## src/rtl/node_mem_update_arbiter.sv

```systemverilog
// rtl/node_mem_update_arbiter.sv - lane-2 / config-writer arbiter for node memory BRAM port B
// Optional statistics outputs enabled by defining ARB_STATS_EN.
module node_mem_update_arbiter #(
  parameter int NODE_WIDTH = 40,
  parameter int ADDR_WIDTH = 6,
  parameter int MAX_WAIT   = 8,
  parameter int WAIT_CNT_W = 4
) (
  input  logic                  clk,
  input  logic                  RSTn,
  input  logic                  lane_valid_in,
  input  logic [ADDR_WIDTH-1:0] lane_addr_in,
  output logic                  lane_ready_out,
  input  logic                  cfg_req,
  input  logic [ADDR_WIDTH-1:0] cfg_addr,
  input  logic [NODE_WIDTH-1:0] cfg_data,
  output logic                  cfg_ack,
  output logic [ADDR_WIDTH-1:0] mem_addr,
  output logic                  mem_we,
  output logic [NODE_WIDTH-1:0] mem_din,
  output logic                  busy
`ifdef ARB_STATS_EN
  ,
  output logic [15:0]           stall_cycles,
  output logic [15:0]           write_count
`endif
);

  typedef enum logic [1:0] {
    IDLE     = 2'd0,
    WAIT_GAP = 2'd1,
    STALL    = 2'd2
  } state_t;

  localparam logic [WAIT_CNT_W-1:0] WAIT_LAST = WAIT_CNT_W'(MAX_WAIT - 1);

  state_t                state;
  logic [WAIT_CNT_W-1:0] wait_cnt;
  logic [ADDR_WIDTH-1:0] cap_addr;
  logic [NODE_WIDTH-1:0] cap_data;
  logic                  issue;

  // A pending write only takes a slot the lane leaves empty this cycle.
  assign issue = (state != IDLE) && !lane_valid_in;

  always_ff @(posedge clk or negedge RSTn) begin
    if (!RSTn) begin
      state          <= IDLE;
      wait_cnt       <= '0;
      cap_addr       <= '0;
      cap_data       <= '0;
      lane_ready_out <= 1'b1;
      cfg_ack        <= 1'b0;
      mem_addr       <= '0;
      mem_we         <= 1'b0;
      mem_din        <= '0;
      busy           <= 1'b0;
    end else begin
      mem_addr <= lane_addr_in;
      mem_we   <= 1'b0;
      cfg_ack  <= 1'b0;
      if (issue) begin
        mem_addr       <= cap_addr;
        mem_we         <= 1'b1;
        mem_din        <= cap_data;
        cfg_ack        <= 1'b1;
        lane_ready_out <= 1'b1;
        busy           <= 1'b0;
        state          <= IDLE;
      end else begin
        case (state)
          IDLE: begin
            // The ack cycle blocks re-capture of the same still-high request.
            if (cfg_req && !cfg_ack) begin
              cap_addr <= cfg_addr;
              cap_data <= cfg_data;
              wait_cnt <= '0;
              busy     <= 1'b1;
              state    <= WAIT_GAP;
            end
          end
          WAIT_GAP: begin
            if (wait_cnt == WAIT_LAST) begin
              lane_ready_out <= 1'b0;
              state          <= STALL;
            end else begin
              wait_cnt <= wait_cnt + 1'b1;
            end
          end
          STALL: begin
            lane_ready_out <= 1'b0;
          end
          default: begin
            state          <= IDLE;
            busy           <= 1'b0;
            lane_ready_out <= 1'b1;
          end
        endcase
      end
    end
  end

`ifdef ARB_STATS_EN
  always_ff @(posedge clk or negedge RSTn) begin
    if (!RSTn) begin
      stall_cycles <= '0;
      write_count  <= '0;
    end else begin
      if (!lane_ready_out && (stall_cycles != 16'hFFFF))
        stall_cycles <= stall_cycles + 16'd1;
      if (issue && (write_count != 16'hFFFF))
        write_count <= write_count + 16'd1;
    end
  end
`endif

endmodule
```

## config.mk

```make
export PLATFORM = sky130hd
export DESIGN_NAME = node_mem_update_arbiter
export DESIGN_NICKNAME = d
export VERILOG_FILES = /design/src/rtl/node_mem_update_arbiter.sv
export SDC_FILE = /design/constraint.sdc
export NUM_CORES = 1
export LEC_CHECK = 0
export BUFFER_PORTS_ARGS = -buffer_cell sky130_fd_sc_hd__buf_4
export CORE_ASPECT_RATIO = 1.75
export CORE_MARGIN = 2
export CORE_UTILIZATION = 50
export DETAILED_ROUTE_END_ITERATION = 10
export PLACE_DENSITY = 0.76
export SYNTH_ARGS = -nofsm -noshare
export SYNTH_HDL_FRONTEND = slang
export SYNTH_SLANG_ARGS = --single-unit
```

## constraint.sdc

```tcl
create_clock -name clk -period 1.9 [get_ports clk]
set_clock_uncertainty 0.15 [all_clocks]
set_input_delay 0.19 -clock clk [delete_from_list [all_inputs] [get_ports clk]]
set_output_delay 0.19 -clock clk [all_outputs]
set_load 0.05 [all_outputs]
```

======== After elaboration in Yosys (flattened, before gate mapping) ========
Index checks and enable logic that the tools add are counted.
word-level totals
  word-level logic and storage cells ...... 49
  bits in registers ....................... 101
  output and inout bits ................... 50
  bits of input ports ..................... 56
operators by class
  muxes and demuxes ....................... 15
  add/subtract/negate cells ............... 1
  reductions and logical operators ........ 13
  bitwise logic cells ..................... 1
  equality and inequality tests ........... 10
operator list
  cell                 number
  $mux 4               2
  $ne 2x2->1 const B   4
  $pmux 4 s2           1
  $mux 2               3
  $mux 6               1
  $ne 3x3->1 const B   2
  $pmux 2 s3           1
  $reduce_and 3->1     2
  $mux 1               5
  $add 4x1->4 const B  1
  $eq 4x3->1 const B   1
  $reduce_and 2->1     2
  $reduce_and 4->1     1
  $reduce_bool 2->1    2
  $pmux 1 s3           1
  $eq 2x1->1 const B   1
  $eq 2x2->1 const B   1
  $logic_and 1x1->1    2
  $logic_not 1->1      2
  $logic_not 2->1      1
  $ne 2x1->1 const B   1
  $pmux 1 s2           1
  $reduce_or 2->1      1
  $not 1->1            1

======== Longest topological paths before layout ========
Gate-level depths: netlist (run 1).
  word-level depth ........................ 5
  gate-level depth with buffers ........... 8
  mapped depth without buffers ............ 6

======== Least setup slack after synthesis (run 1) ========
Ideal clock, no wire load.
  path kind ............................... register to register
  from .................................... register state[0]
  to ...................................... register mem_din[0]
  stages on the path, launching flop included .. 6
  arrival ................................. 1,467 ps
  clock period less this slack ............ 1,742 ps
  path buffers ............................ 1
  slack ................................... 158 ps
  library setup time ...................... 125 ps
  required time ........................... 1,625 ps
  path through ............................ dfrtp_1 -> inv_1 -> ha_1 -> nor2_1 -> buf_4 -> mux2_2
on the way
  word-level cells in the longest chain between the ends .. 2
ends and longest elaborated chain
  element                 RTL line  source
  start, declared         37        state_t state;
  start signal, assigned  48        state <= IDLE;
  start signal, assigned  69        state <= IDLE;
  start signal, assigned  79        state <= WAIT_GAP;
  $reduce_bool 2->1       44        assign issue = (state != IDLE) && !lane_valid_in;
  $logic_and 1x1->1       44
  end signal, assigned    65        mem_din <= cap_data;
  end, declared           20        output logic [NODE_WIDTH-1:0] mem_din,
Every way passes these cells.
A chain may end at the register's enable or synchronous reset.

======== Final worst setup path (run 1) ========
  from .................................... register state[0]
  to ...................................... register state[0]
on the way
  word-level cells in the longest chain between the ends .. 4
  elaborated cells between the ends (all ways) .. 11
  classes of those cells .................. eq/ne: 5; mux: 2; reduce/logical: 4
ends and longest elaborated chain
  element                                                    RTL line
  $reduce_bool 2->1                                          44
  $logic_and 1x1->1                                          44
  $ne 3x3->1 (no line) / $ne 2x2->1 (equally long branches)  n/a
  $reduce_and 3->1 (no line)                                 n/a
Several ways; a longest one is shown, not always the timed one.

==> out/qor.yml, run 1 <==
logic_synthesis:
  ys_seq_elements: 101
  synthTopCellsByArea: "dfrtp_1 62%, mux2_2 26%, buf_6 2.0%"
  synth_commonest_cells: "100 x dfrtp_1, 93 x mux2_2, 7 x buf_6"
  syn_avg_cell_area_um2: 15.8
  syn_area_um2: 4040
  postSynthCellCount: 256
  async_flop_share_pct: 100
  muxShareOfSynthArea_pct: 26.2
  yosysWarnings: 0
  synth_top_area_share_pct: 62.0
  synth_compound_gate_area_share_pct: 3.01
  synth_fp_nets: 318
  synth_most_common_cell: "dfrtp_1"
  synthAdderAreaFrac_pct: 1.86
  synth_xor_area_share_pct: 0
  synth_top_family_by_area: "multiplexers"
  yosys.area.top_type: "dfrtp_1"
  ys_seq_area_share_pct: 62.6
  synth.distinct_cells: 26
  yosys.area_share.simple_pct: 2.91
  synth_ff_type: "dfrtp_1"
  synth_edf_count: 0
global_route:
  overflow: 0
  grt_pass1_wl_mm: 13.6
  grt_pass1_vias: 2877
  grtUsageTotal_pct: 20.3
  grt_max_degree: 46
  antenna_found_initial: 0
final_layout:
  regArea_um2: 2530
  multi_input_area_um2: 1410
  nets: 486
  fin_area_um2: 5820
  insertedDiodeCount: 0
  nFillCells: 497
  drive_above_1_share_pct: 54.5
  area_growth_pct: 44.1
floorplanning:
  fp.dieW_um: 71.9
  num_io_pins: 106
  std_cell_rows: 43
  dieHeight_um: 123
  core_um2: 7910
  start_util_pct: 51.0
  die_area_um2: 8840
sta:
  setup_violations: 0
  rsz0062_at_grt: "no"
  fin_setup_tns_ns: 0
  slew_headroom_pct: 73.6
  tightest_slew_ns: 0.396
  hold_viol: 0
  fin_crit_ns: 1.79
  holdWs_ns: 0.164
  max_freq_mhz: 560
  fin_crit_sh_pct: 94.1
  maxSlewViolCount: 0
route:
  vias: 2649
  viasPerCell: 5.10
  wirelength_mm: 8.34
  wl_per_cell_um: 16.1
  firstDrtPassIters: 4
  drc: 0
  drt_iter0_drc: 119
  ant_nets: 0
critical_path:
  end_kind: "register"
  critPathSlowestCell: "dfrtp_1"
  cpPeakStageDelay_ns: 0.43
  path_cells: "inv_2 -> ha_1 -> o21a_1 -> nor2_1 -> o21ai_2 -> mux2_2"
  r2r_cells: 6
  worstPathArrival_ns: 1.86
  worstSetupPathType: "reg -> reg"
  startpoint_type: "register"
  r2r_setup_slack_ns: 0.11
  crit_path_max_fanout: 4
  cp.required_ns: 1.97
job:
  drv_cap: 0
placement:
  gp_congestion: 0.792
  dp_hpwl_mm: 5.50
  port_buffers: 105
  place_area_um2: 4970
clock_tree:
  insertion_delay_ns: 0.34
  clockBufferDepth: 2
  root_buffer: "clkbuf_16"
  cts_tree: "done"
  h-tree-depth: 3
  clock-sinks: 101
  cts_made_buffers: 9
  cts.clk_slew.worst_paths_ns: 0.07
  post-cts-setup-buffers: 0
outcome:
  status: "completed"
power_and_ir_drop:
  p_leak_nw: 2.65
  p_total_w: 0.0108
  powerDensity_nw_per_um2: 1860
  peakVddDrop_uv: 1240
hold_path:
  holdCritPathClass: "in -> async"
critical path, delay by kind of cell, from the launching register on:
family / cells / cell delay (ns)
flip-flops: 1 / 0.43
multiplexers: 1 / 0.36
AO/OA/AOI/OAI: 2 / 0.33
adder cells (fa/ha/maj): 1 / 0.22
buffers and inverters: 1 / 0.14
AND/OR/NAND/NOR: 1 / 0.05
cells by family after synthesis:
family	after synthesis
AOI/OAI and AO/OA	15
adders and majority gates	6
buffers and inverters	17
DFF	101
muxes	94
and+or+nand+nor	23
state kept, by name (all words and copies together) (netlist names):
| name | flops |
|---|---|
| wait_cnt | 4 |
| cap_addr | 6 |
| busy | 1 |
| mem_addr | 6 |
| mem_we | 1 |
| lane_ready_out | 1 |
| state | 2 |
| mem_din | 40 |
| cap_data | 40 |
final timing paths:
path,from,end
worst max-delay path,state[0]$_DFFE_PN0P_,state[0]$_DFFE_PN0P_
worst min-delay path,RSTn,cap_addr[3]$_DFFE_PN0P_
worst max register to register,state[0]$_DFFE_PN0P_,state[0]$_DFFE_PN0P_
worst min register to register,cap_data[27]$_DFFE_PN0P_,cap_data[27]$_DFFE_PN0P_
max in group asynchronous,RSTn,cap_data[37]$_DFFE_PN0P_
min in group clk,cfg_req,busy$_DFFE_PN0P_
routing by layer:
metal / track usage [%] / part of all wire, %
met5: 0 / 0
met3: 5.09 / 4.6
met4: 8.96 / 2.8
met1: 22.8 / 37
met2: 35.9 / 56
power breakdown:
part	switching [W]	internal (W)
combinational	0.00303	0.00227
clock	0.000791	0.000897
sequential	0.000565	0.00324
total	0.00439	0.00640
final cells by class:
| cell class | instances | area share (%) |
|---|---|---|
| sequential | 101 | 43.5 |
| timing repair buffer | 170 | 25.3 |
| multi-input combinational | 138 | 24.2 |
| clock buffer | 10 | 3.94 |
| tap | 90 | 1.94 |
| clock inverter | 6 | 0.839 |
| inverter | 4 | 0.258 |
repair_timing:
item	4_1_cts	5_1_grt
gates cloned	0	0
resized for setup	4	3
setup endpoints to repair	4	2
hold endpoints to repair	80	0
pin swaps	0	0
hold buffers	54	0
cell usage in the layout (no fill, tap or decap), drive strengths merged:
master / Yosys / routed
buf: 12 / 116
dfrtp: 100 / 100
mux2: 93 / 93
dlygate4sd3: 0 / 54
clkbuf: 1 / 10
nor2: 6 / 6
ha: 6 / 6
nand3: 5 / 5
nand2: 5 / 5
inv: 4 / 5
a21oi: 3 / 3
clkinvlp: 0 / 3
nand3b: 3 / 3
nand2b: 2 / 2
a31oi: 2 / 2
o22a: 2 / 2
o211ai: 2 / 2
o21a: 2 / 2
clkinv: 0 / 2
o21ai: 2 / 2
a2bb2o: 1 / 1
or3: 1 / 1
nor2b: 1 / 1
mux2i: 1 / 1
o311ai: 1 / 1
dfstp: 1 / 1
per-stage QoR:
| step | instances | utilization, % | worst slack (ns) |
|---|---|---|---|
| after floorplan | 256 | - | 0.158 |
| after global placement | 449 | 62.8 | 0.0898 |
| after detailed placement | 449 | 62.8 | -0.0418 |
| after CTS | 519 | 73.4 | 0.0235 |
| after global routing | 519 | 73.5 | 0.0566 |
| final | 519 | 73.5 | 0.113 |
Note: power is estimated with default switching activity, not from simulation.
==> inputs of run 2 (changes only) <==
CORE_ASPECT_RATIO = default   (was 1.75)
RECOVER_POWER = 50   (was default)
==> out/qor.yml, run 2 (synthesized netlist as in run 1, its figures left out) <==
power_and_ir_drop:
  powerDensity_nw_per_um2: 1800
  p_leak_nw: 2.52
  peakVddDrop_uv: 1040
  p_total_w: 0.0101
critical_path:
  r2r_setup_slack_ns: 0.14
  path_cells: "inv_2 -> ha_2 -> o21a_1 -> nor2_1 -> o21ai_1 -> mux2_2"
  end_kind: "register"
  crit_path_max_fanout: 4
  cpPeakStageDelay_ns: 0.42
  critPathTopFamily: "flip-flops"
  critPathSlowestCell: "dfrtp_1"
  worstPathBufferInverterCount: 1
  startpoint_type: "register"
  cp.required_ns: 1.99
  worstPathArrival_ns: 1.85
  worstSetupPathType: "reg -> reg"
final_layout:
  nFillCells: 538
  final_cell_mix: "100 x dfrtp_1, 93 x mux2_2, 84 x buf_4, 54 x dlygate4sd3_1, 26 x clkbuf_1"
  insertedDiodeCount: 0
  nets: 485
  top_regs: "cap_data x40, mem_din x40"
  area_growth_pct: 38.8
  drive_above_1_share_pct: 48.4
  final_common_cell: "dfrtp_1"
  fin_cells: 530
  fin_util_pct: 72.1
clock_tree:
  root_buffer: "clkbuf_8"
  h-tree-depth: 3
  cts_tree: "done"
  cts_made_buffers: 9
  clock-sinks: 101
  clockBufferDepth: 2
  cts.clk_slew.worst_paths_ns: 0.09
  insertion_delay_ns: 0.35
  post-cts-setup-buffers: 0
sta:
  slew_headroom_pct: 50.8
  tightest_slew_ns: 0.738
  hold_viol: 0
  fin_crit_sh_pct: 92.9
  fin_setup_tns_ns: 0
  maxSlewViolCount: 0
  fin_crit_ns: 1.76
  max_freq_mhz: 567
  rsz0062_at_grt: "no"
  fin_ws_ns: 0.136
  setup_violations: 0
floorplanning:
  std_cell_rows: 32
  core_um2: 7770
  fp.dieW_um: 93.9
  dieHeight_um: 93.9
  num_io_pins: 106
  die_area_um2: 8810
  start_util_pct: 52.0
global_route:
  grtUsageTotal_pct: 19.8
  overflow: 0
  grt_pass1_wl_mm: 13.3
  grt_max_degree: 53
  grt_pass1_vias: 2821
  antenna_found_initial: 0
placement:
  gp_congestion: 0.729
  port_buffers: 105
  pre_cts_slack_ns: 0.00577
  dp_hpwl_mm: 5.18
  placedCellCount: 460
route:
  firstDrtPassIters: 4
  vias: 2621
  wirelength_mm: 8.12
  ant_nets: 0
  wl_per_cell_um: 15.3
  drt_iter0_drc: 74
  drc: 0
  viasPerCell: 4.95
hold_path:
  holdCritPathClass: "in -> reg"
job:
  drv_cap: 0
outcome:
  status: "completed"
[run 2: routing by layer]
metal / GRT usage, % / wire length [um] / vias up
li1: - / - / 1231
met1: 23.4 / 3290 / 1325
met2: 34.9 / 4350 / 57
met3: 5.70 / 393 / 8
met4: 5.80 / 82 / 0
met5: 0 / 0 / -
[run 2: layout make-up]
cell class / instances / area, um^2 / area share (%)
sequential: 101 / 2530 / 45.1
timing repair buffer: 169 / 1360 / 24.2
multi-input combinational: 138 / 1390 / 24.9
inverter: 4 / 15.0 / 0.268
clock buffer: 11 / 141 / 2.52
tap: 102 / 128 / 2.28
clock inverter: 5 / 41.3 / 0.737
[run 2: tightest hold or removal path, stage by stage]
cell	delay, ns
buf_4	0.12
nand2b_1	0.09
a21oi_1	0.09
o22a_1	0.19
[run 2: repair_timing]
| action | 4_1_cts | 5_1_grt |
|---|---|---|
| setup endpoints to repair | 0 | 52 |
| hold buffers | 54 | 0 |
| gates resized for setup | 0 | 5 |
| hold endpoints to repair | 130 | 0 |
[run 2: metrics by stage]
step                cell area (um^2)  hold WS [ns]
floorplan                       4040        -0.256
global placement                4960      -0.00884
detailed placement              4960      -0.00681
CTS                             5690         0.139
global route                    5600         0.209
finish                          5600         0.223
[run 2: where the power goes]
part | switching, W | total, W | internal [W]
combinational | 0.00301 | 0.00503 | 0.00202
clock | 0.000740 | 0.00127 | 0.000530
sequential | 0.000536 | 0.00376 | 0.00323
[run 2: final timing paths]
kind	start	endpoint	cells past startpoint
max in group asynchronous	RSTn	cap_data[11]$_DFFE_PN0P_	3
worst max register to register	state[0]$_DFFE_PN0P_	state[0]$_DFFE_PN0P_	6
worst min-delay path	cfg_req	busy$_DFFE_PN0P_	4
worst min register to register	cap_data[3]$_DFFE_PN0P_	mem_din[3]$_DFFE_PN0P_	1
min in group asynchronous	RSTn	mem_din[3]$_DFFE_PN0P_	2
worst max-delay path	state[0]$_DFFE_PN0P_	state[0]$_DFFE_PN0P_	6
